## config.mk

```make
export PLATFORM = sky130hd
export DESIGN_NAME = matmul_sequencer
export DESIGN_NICKNAME = d
export VERILOG_FILES = /design/src/rtl/matmul_pkg.sv /design/src/rtl/matmul_index_counter.sv /design/src/rtl/matmul_sequencer.sv
export SDC_FILE = /design/constraint.sdc
export NUM_CORES = 1
export LEC_CHECK = 0
export CORE_ASPECT_RATIO = 0.5
export CORE_UTILIZATION = 38
export CTS_CLUSTER_SIZE = 8
export DETAILED_ROUTE_END_ITERATION = 12
export GPL_TIMING_DRIVEN = 0
export PLACE_DENSITY = 0.82
export SYNTH_ARGS = -nofsm -noshare
export SYNTH_HDL_FRONTEND = slang
export SYNTH_SLANG_ARGS = --single-unit
```

## constraint.sdc

```tcl
create_clock -name clk -period 2.4 [get_ports clk]
set_input_delay 0.36 -clock clk [delete_from_list [all_inputs] [get_ports clk]]
set_output_delay 0.36 -clock clk [all_outputs]
set_load 0.05 [all_outputs]
```

## src/rtl/matmul_pkg.sv

```systemverilog
// matmul_pkg
// Shared definitions for the 8x8 signed matrix-multiply slice: matrix and
// datapath dimensions, the sequencer state encoding, and the linear
// addressing helper used for the column-major A/B RAMs and row-major C RAM.
// Also used by the MAC and RAM wrappers so all blocks agree on widths.

package matmul_pkg;

    localparam int MM_N      = 8;    // matrix dimension (N x N)
    localparam int MM_DATA_W = 8;    // signed operand width
    localparam int MM_ACC_W  = 19;   // signed accumulator width, holds N*128*128
    localparam int MM_ADDR_W = 6;    // log2(N*N)

    localparam int ST_W = 3;

    // Sequencer states (legacy-compatible plain constants).
    localparam logic [ST_W-1:0] ST_IDLE  = 3'd0;
    localparam logic [ST_W-1:0] ST_CLEAR = 3'd1;
    localparam logic [ST_W-1:0] ST_ACCUM = 3'd2;
    localparam logic [ST_W-1:0] ST_DRAIN = 3'd3;
    localparam logic [ST_W-1:0] ST_DONE  = 3'd4;

    typedef logic [ST_W-1:0] state_t;

    // Linear RAM index of (major, minor) in an n x n array: major*n + minor.
    // Column-major A/B use (column, row); row-major C uses (row, column).
    function automatic int lin_index(input int major, input int minor, input int n);
        return major * n + minor;
    endfunction

endpackage

```

## src/rtl/matmul_index_counter.sv

```systemverilog
// matmul_index_counter
// Nested i (row) / j (column) / k (step) counters for the sequencer.
// k runs 0..N inside one element: k=0 is the CLEAR cycle, k=1..N are the
// ACCUM cycles. When k reaches N an enabled step wraps k to 0 and advances
// to the next element (j inner, i outer), wrapping to (0,0) after the last.
//
// Ports:
//   clk, rst     clock, asynchronous active-high reset
//   clr          synchronous return of all counters to zero
//   en           advance one step
//   a_addr       k*N + i   (A is column-major: column k, row i)
//   b_addr       j*N + k   (B is column-major: column j, row k)
//   elem_idx     i*N + j   (C element index)
//   last_k       k == N, final ACCUM cycle of the current element
//   last_elem    current element is (N-1, N-1)

module matmul_index_counter
    import matmul_pkg::*;
#(
    parameter int N      = MM_N,
    parameter int ADDR_W = MM_ADDR_W
) (
    input  logic              clk,
    input  logic              rst,
    input  logic              clr,
    input  logic              en,
    output logic [ADDR_W-1:0] a_addr,
    output logic [ADDR_W-1:0] b_addr,
    output logic [ADDR_W-1:0] elem_idx,
    output logic              last_k,
    output logic              last_elem
);

    localparam int IDX_W = $clog2(N);
    // k needs one extra value (N) to mark the last ACCUM cycle.
    localparam int K_W   = $clog2(N + 1);

    logic [IDX_W-1:0] i_q;
    logic [IDX_W-1:0] j_q;
    logic [K_W-1:0]   k_q;
    logic             last_i;
    logic             last_j;

    assign last_k    = (k_q == K_W'(N));
    assign last_i    = (i_q == IDX_W'(N - 1));
    assign last_j    = (j_q == IDX_W'(N - 1));
    assign last_elem = last_i && last_j;

    always_ff @(posedge clk or posedge rst) begin
        if (rst) begin
            i_q <= '0;
            j_q <= '0;
            k_q <= '0;
        end else if (clr) begin
            i_q <= '0;
            j_q <= '0;
            k_q <= '0;
        end else if (en) begin
            if (last_k) begin
                k_q <= '0;
                if (last_j) begin
                    j_q <= '0;
                    i_q <= last_i ? '0 : i_q + 1'b1;
                end else begin
                    j_q <= j_q + 1'b1;
                end
            end else begin
                k_q <= k_q + 1'b1;
            end
        end
    end

    // During the k == N cycle these addresses are meaningless; the top
    // gates them off because no read is issued then.
    assign a_addr   = ADDR_W'(lin_index(int'(k_q), int'(i_q), N));
    assign b_addr   = ADDR_W'(lin_index(int'(j_q), int'(k_q), N));
    assign elem_idx = ADDR_W'(lin_index(int'(i_q), int'(j_q), N));

endmodule

```

## src/rtl/matmul_sequencer.sv

```systemverilog
// matmul_sequencer
// Control and address sequencer for the N x N signed matrix multiply.
// Reads A/B (1-cycle registered RAMs), feeds a single accumulating MAC,
// and writes each finished dot product into C, indices 0..N*N-1 ascending.
//
// Ports:
//   clk, rst           clock, asynchronous active-high reset
//   start              run request, sampled only in IDLE
//   busy               high during CLEAR/ACCUM/DRAIN
//   done               one-cycle pulse after the last C write
//   a_addr, a_data     A RAM read address / registered read data
//   b_addr, b_data     B RAM read address / registered read data
//   mac_a, mac_b       MAC operands (pass-through of a_data/b_data)
//   mac_clear, mac_en  MAC accumulator clear / accumulate enable
//   mac_out            MAC accumulator value
//   c_addr, c_data, c_we  C RAM write port (c_data is mac_out)
//
// state | meaning
// IDLE  | waiting for start, all strobes and addresses zero
// CLEAR | clear MAC, issue k=0 reads, write previous element (if any)
// ACCUM | N cycles of accumulation, reads k=1..N-1 on the first N-1
// DRAIN | write the final element
// DONE  | one-cycle done pulse, back to IDLE

module matmul_sequencer
    import matmul_pkg::*;
#(
    parameter int N      = MM_N,
    parameter int DATA_W = MM_DATA_W,
    parameter int ACC_W  = MM_ACC_W,
    parameter int ADDR_W = MM_ADDR_W
) (
    input  logic              clk,
    input  logic              rst,
    input  logic              start,
    output logic              busy,
    output logic              done,
    output logic [ADDR_W-1:0] a_addr,
    input  logic [DATA_W-1:0] a_data,
    output logic [ADDR_W-1:0] b_addr,
    input  logic [DATA_W-1:0] b_data,
    output logic [DATA_W-1:0] mac_a,
    output logic [DATA_W-1:0] mac_b,
    output logic              mac_clear,
    output logic              mac_en,
    input  logic [ACC_W-1:0]  mac_out,
    output logic [ADDR_W-1:0] c_addr,
    output logic [ACC_W-1:0]  c_data,
    output logic              c_we
);

    state_t            state_q;
    state_t            state_d;

    logic              in_idle;
    logic              in_clear;
    logic              in_accum;
    logic              in_drain;
    logic              in_done;

    logic              cnt_en;
    logic              cnt_clr;
    logic [ADDR_W-1:0] cnt_a_addr;
    logic [ADDR_W-1:0] cnt_b_addr;
    logic [ADDR_W-1:0] elem_idx;
    logic              last_k;
    logic              last_elem;

    logic              issue;        // A/B read address issued this cycle
    logic              issue_q;      // read data arrives this cycle
    logic              elem_end;     // final ACCUM cycle of an element
    logic              have_prev_q;  // a finished element awaits writing
    logic [ADDR_W-1:0] wr_idx_q;     // index of that finished element

    assign in_idle  = (state_q == ST_IDLE);
    assign in_clear = (state_q == ST_CLEAR);
    assign in_accum = (state_q == ST_ACCUM);
    assign in_drain = (state_q == ST_DRAIN);
    assign in_done  = (state_q == ST_DONE);

    assign cnt_en   = in_clear || in_accum;
    assign cnt_clr  = in_idle;
    assign elem_end = in_accum && last_k;
    assign issue    = in_clear || (in_accum && !last_k);

    matmul_index_counter #(
        .N      (N),
        .ADDR_W (ADDR_W)
    ) u_index_counter (
        .clk       (clk),
        .rst       (rst),
        .clr       (cnt_clr),
        .en        (cnt_en),
        .a_addr    (cnt_a_addr),
        .b_addr    (cnt_b_addr),
        .elem_idx  (elem_idx),
        .last_k    (last_k),
        .last_elem (last_elem)
    );

    always_comb begin
        state_d = state_q;
        case (state_q)
            ST_IDLE:  if (start) state_d = ST_CLEAR;
            ST_CLEAR: state_d = ST_ACCUM;
            ST_ACCUM: if (last_k) state_d = last_elem ? ST_DRAIN : ST_CLEAR;
            ST_DRAIN: state_d = ST_DONE;
            ST_DONE:  state_d = ST_IDLE;
            default:  state_d = ST_IDLE;
        endcase
    end

    always_ff @(posedge clk or posedge rst) begin
        if (rst) begin
            state_q     <= ST_IDLE;
            issue_q     <= 1'b0;
            have_prev_q <= 1'b0;
            wr_idx_q    <= '0;
        end else begin
            state_q <= state_d;
            // Delaying the issue flag by the RAM latency lines mac_en up
            // with the data that address produced.
            issue_q <= issue;
            if (in_idle) begin
                have_prev_q <= 1'b0;
            end else if (elem_end) begin
                have_prev_q <= 1'b1;
                wr_idx_q    <= elem_idx;
            end
        end
    end

    assign busy      = in_clear || in_accum || in_drain;
    assign done      = in_done;

    assign a_addr    = issue ? cnt_a_addr : '0;
    assign b_addr    = issue ? cnt_b_addr : '0;

    assign mac_a     = a_data;
    assign mac_b     = b_data;
    assign mac_clear = in_clear;
    assign mac_en    = issue_q;

    // The clear lands at the end of CLEAR, so mac_out still holds the
    // completed sum of the previous element during that cycle.
    assign c_we      = (in_clear && have_prev_q) || in_drain;
    assign c_addr    = c_we ? wr_idx_q : '0;
    assign c_data    = mac_out;

endmodule

```

==> metrics.md <==
| Metric | Value |
|---|---|
| Buffers on Ports | 60 |
| Buf/Inv on CP | 3 |
| CP Max Fanout | 9 |
| Slew Limit Fails | 0 |
| CTS tree | yes |
| Die area | about 4500 µm² |
| Leakage | approximately 0.0012 µW |
| First-pass GRT wire length | around 6700 µm |
| Core area | around 4000 µm² |
| Critical path type | register to output port |
| Starting Density | around two fifths |
| Drt via density | just over 5 |
| Post-Layout Cell Count | 293 |
| Die H | ~48 µm |
| Post-DP HPWL | between 3000 and 4000 µm |
| Hold Path Class | register to register |
| DRC Markers | 0 |
| Crit-path max cell delay | 0.38 ns |
| CP Launch Type | register |
| Wire length per cell | 14.8 µm |
| TritonCTS buffer count | 3 |
| Hold Buf Count CTS | 0 |
| H-Tree Depth | 1 |
| CP required | around 2.0 ns |
| Number of flops mapped to enable cells by yosys | 0 |
| Worst EP arrival | roughly 2.0 ns |
| Max-slew headroom | roughly 46% |
| Fin. Hold Viols | 0 |
| # fillers | between 300 and 400 |
| Initial DRT Pass Iterations | 4 |
| Longest Clk Path Bufs | 2 |
| Final Worst Setup Slack | between 0.03 and 0.04 ns |
| Cell Rows | 16 |
| Pin count of the biggest net entering global routing | 22 |
| Area leader, netlist | dfrtp_1 |
| Crit share post-route | between 90% and 100% |
| Yosys warns | 0 |
| Reg power frac | between 20% and 30% |
| Diode count | 0 |
| Commonest cells in the netlist | buf_4 (38), dfrtp_1 (21), nor2_1 (12), and2_1 (8), ha_1 (8) |
| Mean Syn Cell Area | slightly above 9 µm² |
| Combinational Power Share | slightly above 60% |
| P_sw | between 900 and 1000 µW |
| Synth async-reset ratio | 100% |
| Max Cap Violations | 0 |
| Post-DRT Antenna Nets | 0 |
| Clock transition at path regs | 0.08 ns |
| Antenna violations before repair | 0 |
| Top-area cell type share of the netlist area | between 30% and 40% |
| Clock power share | between 10% and 20% |
| Vias in the first global route | 1408 |
| Grt ovf | 0 |
| Sw frac | between 50% and 60% |
| Syn_nets | 220 |
| Min Tclk post-route | approximately 2.4 ns |
| Initial DRC count | 119 |
| Slowest-stage cell, CP | dfrtp_2 |
| Mapped cell area | roughly 1600 µm² |
| I/O pin cnt | 96 |
| Clock latency on the worst-skew pair | 0.27 ns |
| Design Area, Final | 2350 µm² |
| Cell with the most instances after synthesis | buf_4 |
| Worst slew pin tran | 0.805 ns |
| PwrDens | roughly 770 nW/µm² |
| Setup-failing EPs final | 0 |
| Placed cell area | ~2300 µm² |
| Clock sinks | 21 |
| Cells after Synth | around 170 |
| Nets | 286 |
| Clk root buf | clkbuf_8 |
| Predominant post-synthesis flop cell | dfrtp_1 |
| F_max | 0.423 GHz |
| Post-Route WL | 4350 µm |
| Worst VDD drop | between 300 and 400 µV |
| Top cell by count, worst path | buf_4 |
| Unique masters post-synth | 44 |
| Clk_skew | between 0.007 and 0.008 ns |
| CP Cell Sequence | inv_1 -> ha_4 -> and3b_2 -> o21a_1 -> buf_4 -> nor3b_1 -> buf_4 |
| Unrepaired setup endpoints after global routing | true |
| Area Overhead vs Synth | 45.4% |
| Gpl congestion | approximately 0.87 |
| Tot GR Track Use | 19.7% |
| Placed cell count | around 290 |
| Die width | approximately 94 µm |
| Internal Power | about 900 µW |
| DP Worst Slack | -0.500 ns |
| Setup_tns | 0 ns |
| Top cells by area, synth | dfrtp_1 (32%), buf_4 (18%), ha_1 (6.2%), mux2_4 (5.6%), and2_1 (3.1%) |
| Layout cell share with drive strength beyond 1 | 32.6% |
| Status | finished, final reports clean |
| Seq cells post-synth | 21 |
| Via count | roughly 1500 |
| Delay-heaviest family, CP | buffers and inverters |
| Sequential area share after synthesis | 32.5% |
| CP Capture Type | output port |
-- routing by layer --
layer / global-route usage [%] / wire length, µm / vias up
met5: 0 / 0 / -
met4: 5.54 / 36 / 0
met3: 5.14 / 445 / 6
met2: 36.7 / 2180 / 84
met1: 23.6 / 1690 / 705
li1: - / - / 708
-- worst paths after layout --
| check | from | endpoint | slack (ns) | depth (start not counted) |
|---|---|---|---|---|
| worst max-delay path | u_index_counter.k_q[0]$_DFFE_PP0P_ | a_addr[2] | 0.04 | 7 |
| worst min-delay path | wr_idx_q[4]$_DFFE_PP0P_ | wr_idx_q[4]$_DFFE_PP0P_ | 0.51 | 1 |
| worst max register to register | u_index_counter.j_q[0]$_DFFE_PP0P_ | u_index_counter.i_q[0]$_DFFE_PP0P_ | 0.45 | 5 |
| worst min register to register | wr_idx_q[4]$_DFFE_PP0P_ | wr_idx_q[4]$_DFFE_PP0P_ | 0.51 | 1 |
| max in group asynchronous | rst | u_index_counter.k_q[0]$_DFFE_PP0P_ | 1.30 | 2 |
| min in group asynchronous | rst | state_q[1]$_DFFE_PP0P_ | 0.55 | 2 |
-- cells in the final DEF (no fill, tap or decap), types with 2 or more instances in the layout --
cell type and instances:
a31oi_1 2, a21o_1 2, a21oi_1 7, nand2_1 4
buf_2 4, dlygate4sd2_1 2, nor3b_1 6, clkdlybuf4s15_1 3
nor3_1 4, dlymetal6s2s_1 2, clkbuf_8 3, buf_4 47
mux2_4 6, buf_6 4, ha_1 7, clkbuf_2 5
nor2_1 12, a221oi_1 4, a211oi_1 2, clkdlybuf4s50_1 38
nor3_4 2, clkbuf_1 2, inv_1 6, nand2b_1 4
dfrtp_1 20, and2_1 8, o31ai_1 2, o21ai_0 5
-- repair_timing --
| action | in CTS | in global routing |
|---|---|---|
| setup buffers | 2 | 0 |
| pin swaps | 0 | 1 |
| resized for setup | 71 | 31 |
| setup endpoints to repair | 21 | 19 |
-- worst register-to-register path, cell delays in order (launching register included) --
cell and delay (ns):
dfrtp_1 0.44, ha_1 0.18, ha_1 0.26, nand4b_1 0.30
a2111oi_0 0.49, a2bb2oi_1 0.20
-- cell families after synthesis --
logic type,count (synthesis),share of synthesized area [%]
AO/OA/AOI/OAI,34,14.9
XOR/XNOR,1,0.541
adder cells (fa/ha/maj),8,6.18
buffers and inverters,53,21.7
flip-flops,21,32.5
multiplexers,7,6.18
AND/OR/NAND/NOR,50,18.0
-- through the flow --
stage | utilization [%] | hold WS [ns] | total power (µW)
CTS | 58.3 | 0.512 | 1780
floorplan | - | 0.337 | 1240
finish | 59.1 | 0.506 | 1810
detailed placement | 58.1 | 0.490 | 1540
global route | 59.1 | 0.537 | 1910
global placement | 58.1 | 0.483 | 1510
-- final cells by class --
cell class	count	area, µm²	area share, %
Buffer	46	335	14.2
Inverter	6	22.5	0.956
Tap cell	54	67.6	2.87
Multi-Input combinational cell	100	777	33.0
Timing Repair Buffer	62	579	24.6
Clock inverter	1	5.00	0.213
Clock buffer	3	41.3	1.75
Sequential cell	21	527	22.4
-- power groups by stage --
stage / registers [µW] / logic, µW / clock network (µW)
6_report: 449 / 1120 / 238
5_1_grt: 455 / 1210 / 251
4_1_cts: 446 / 1090 / 239
3_5_place_dp: 456 / 1080 / 0
3_3_place_gp: 452 / 1060 / 0
2_1_floorplan: 471 / 765 / 0
-- state kept, by name (all words and copies together), names as in the netlist --
name and cells:
have_prev_q 1, mac_en 1, state_q 3, u_index_counter.i_q 3, wr_idx_q 6, u_index_counter.k_q 4
u_index_counter.j_q 3
No activity file was read; power rests on OpenSTA's default activity.
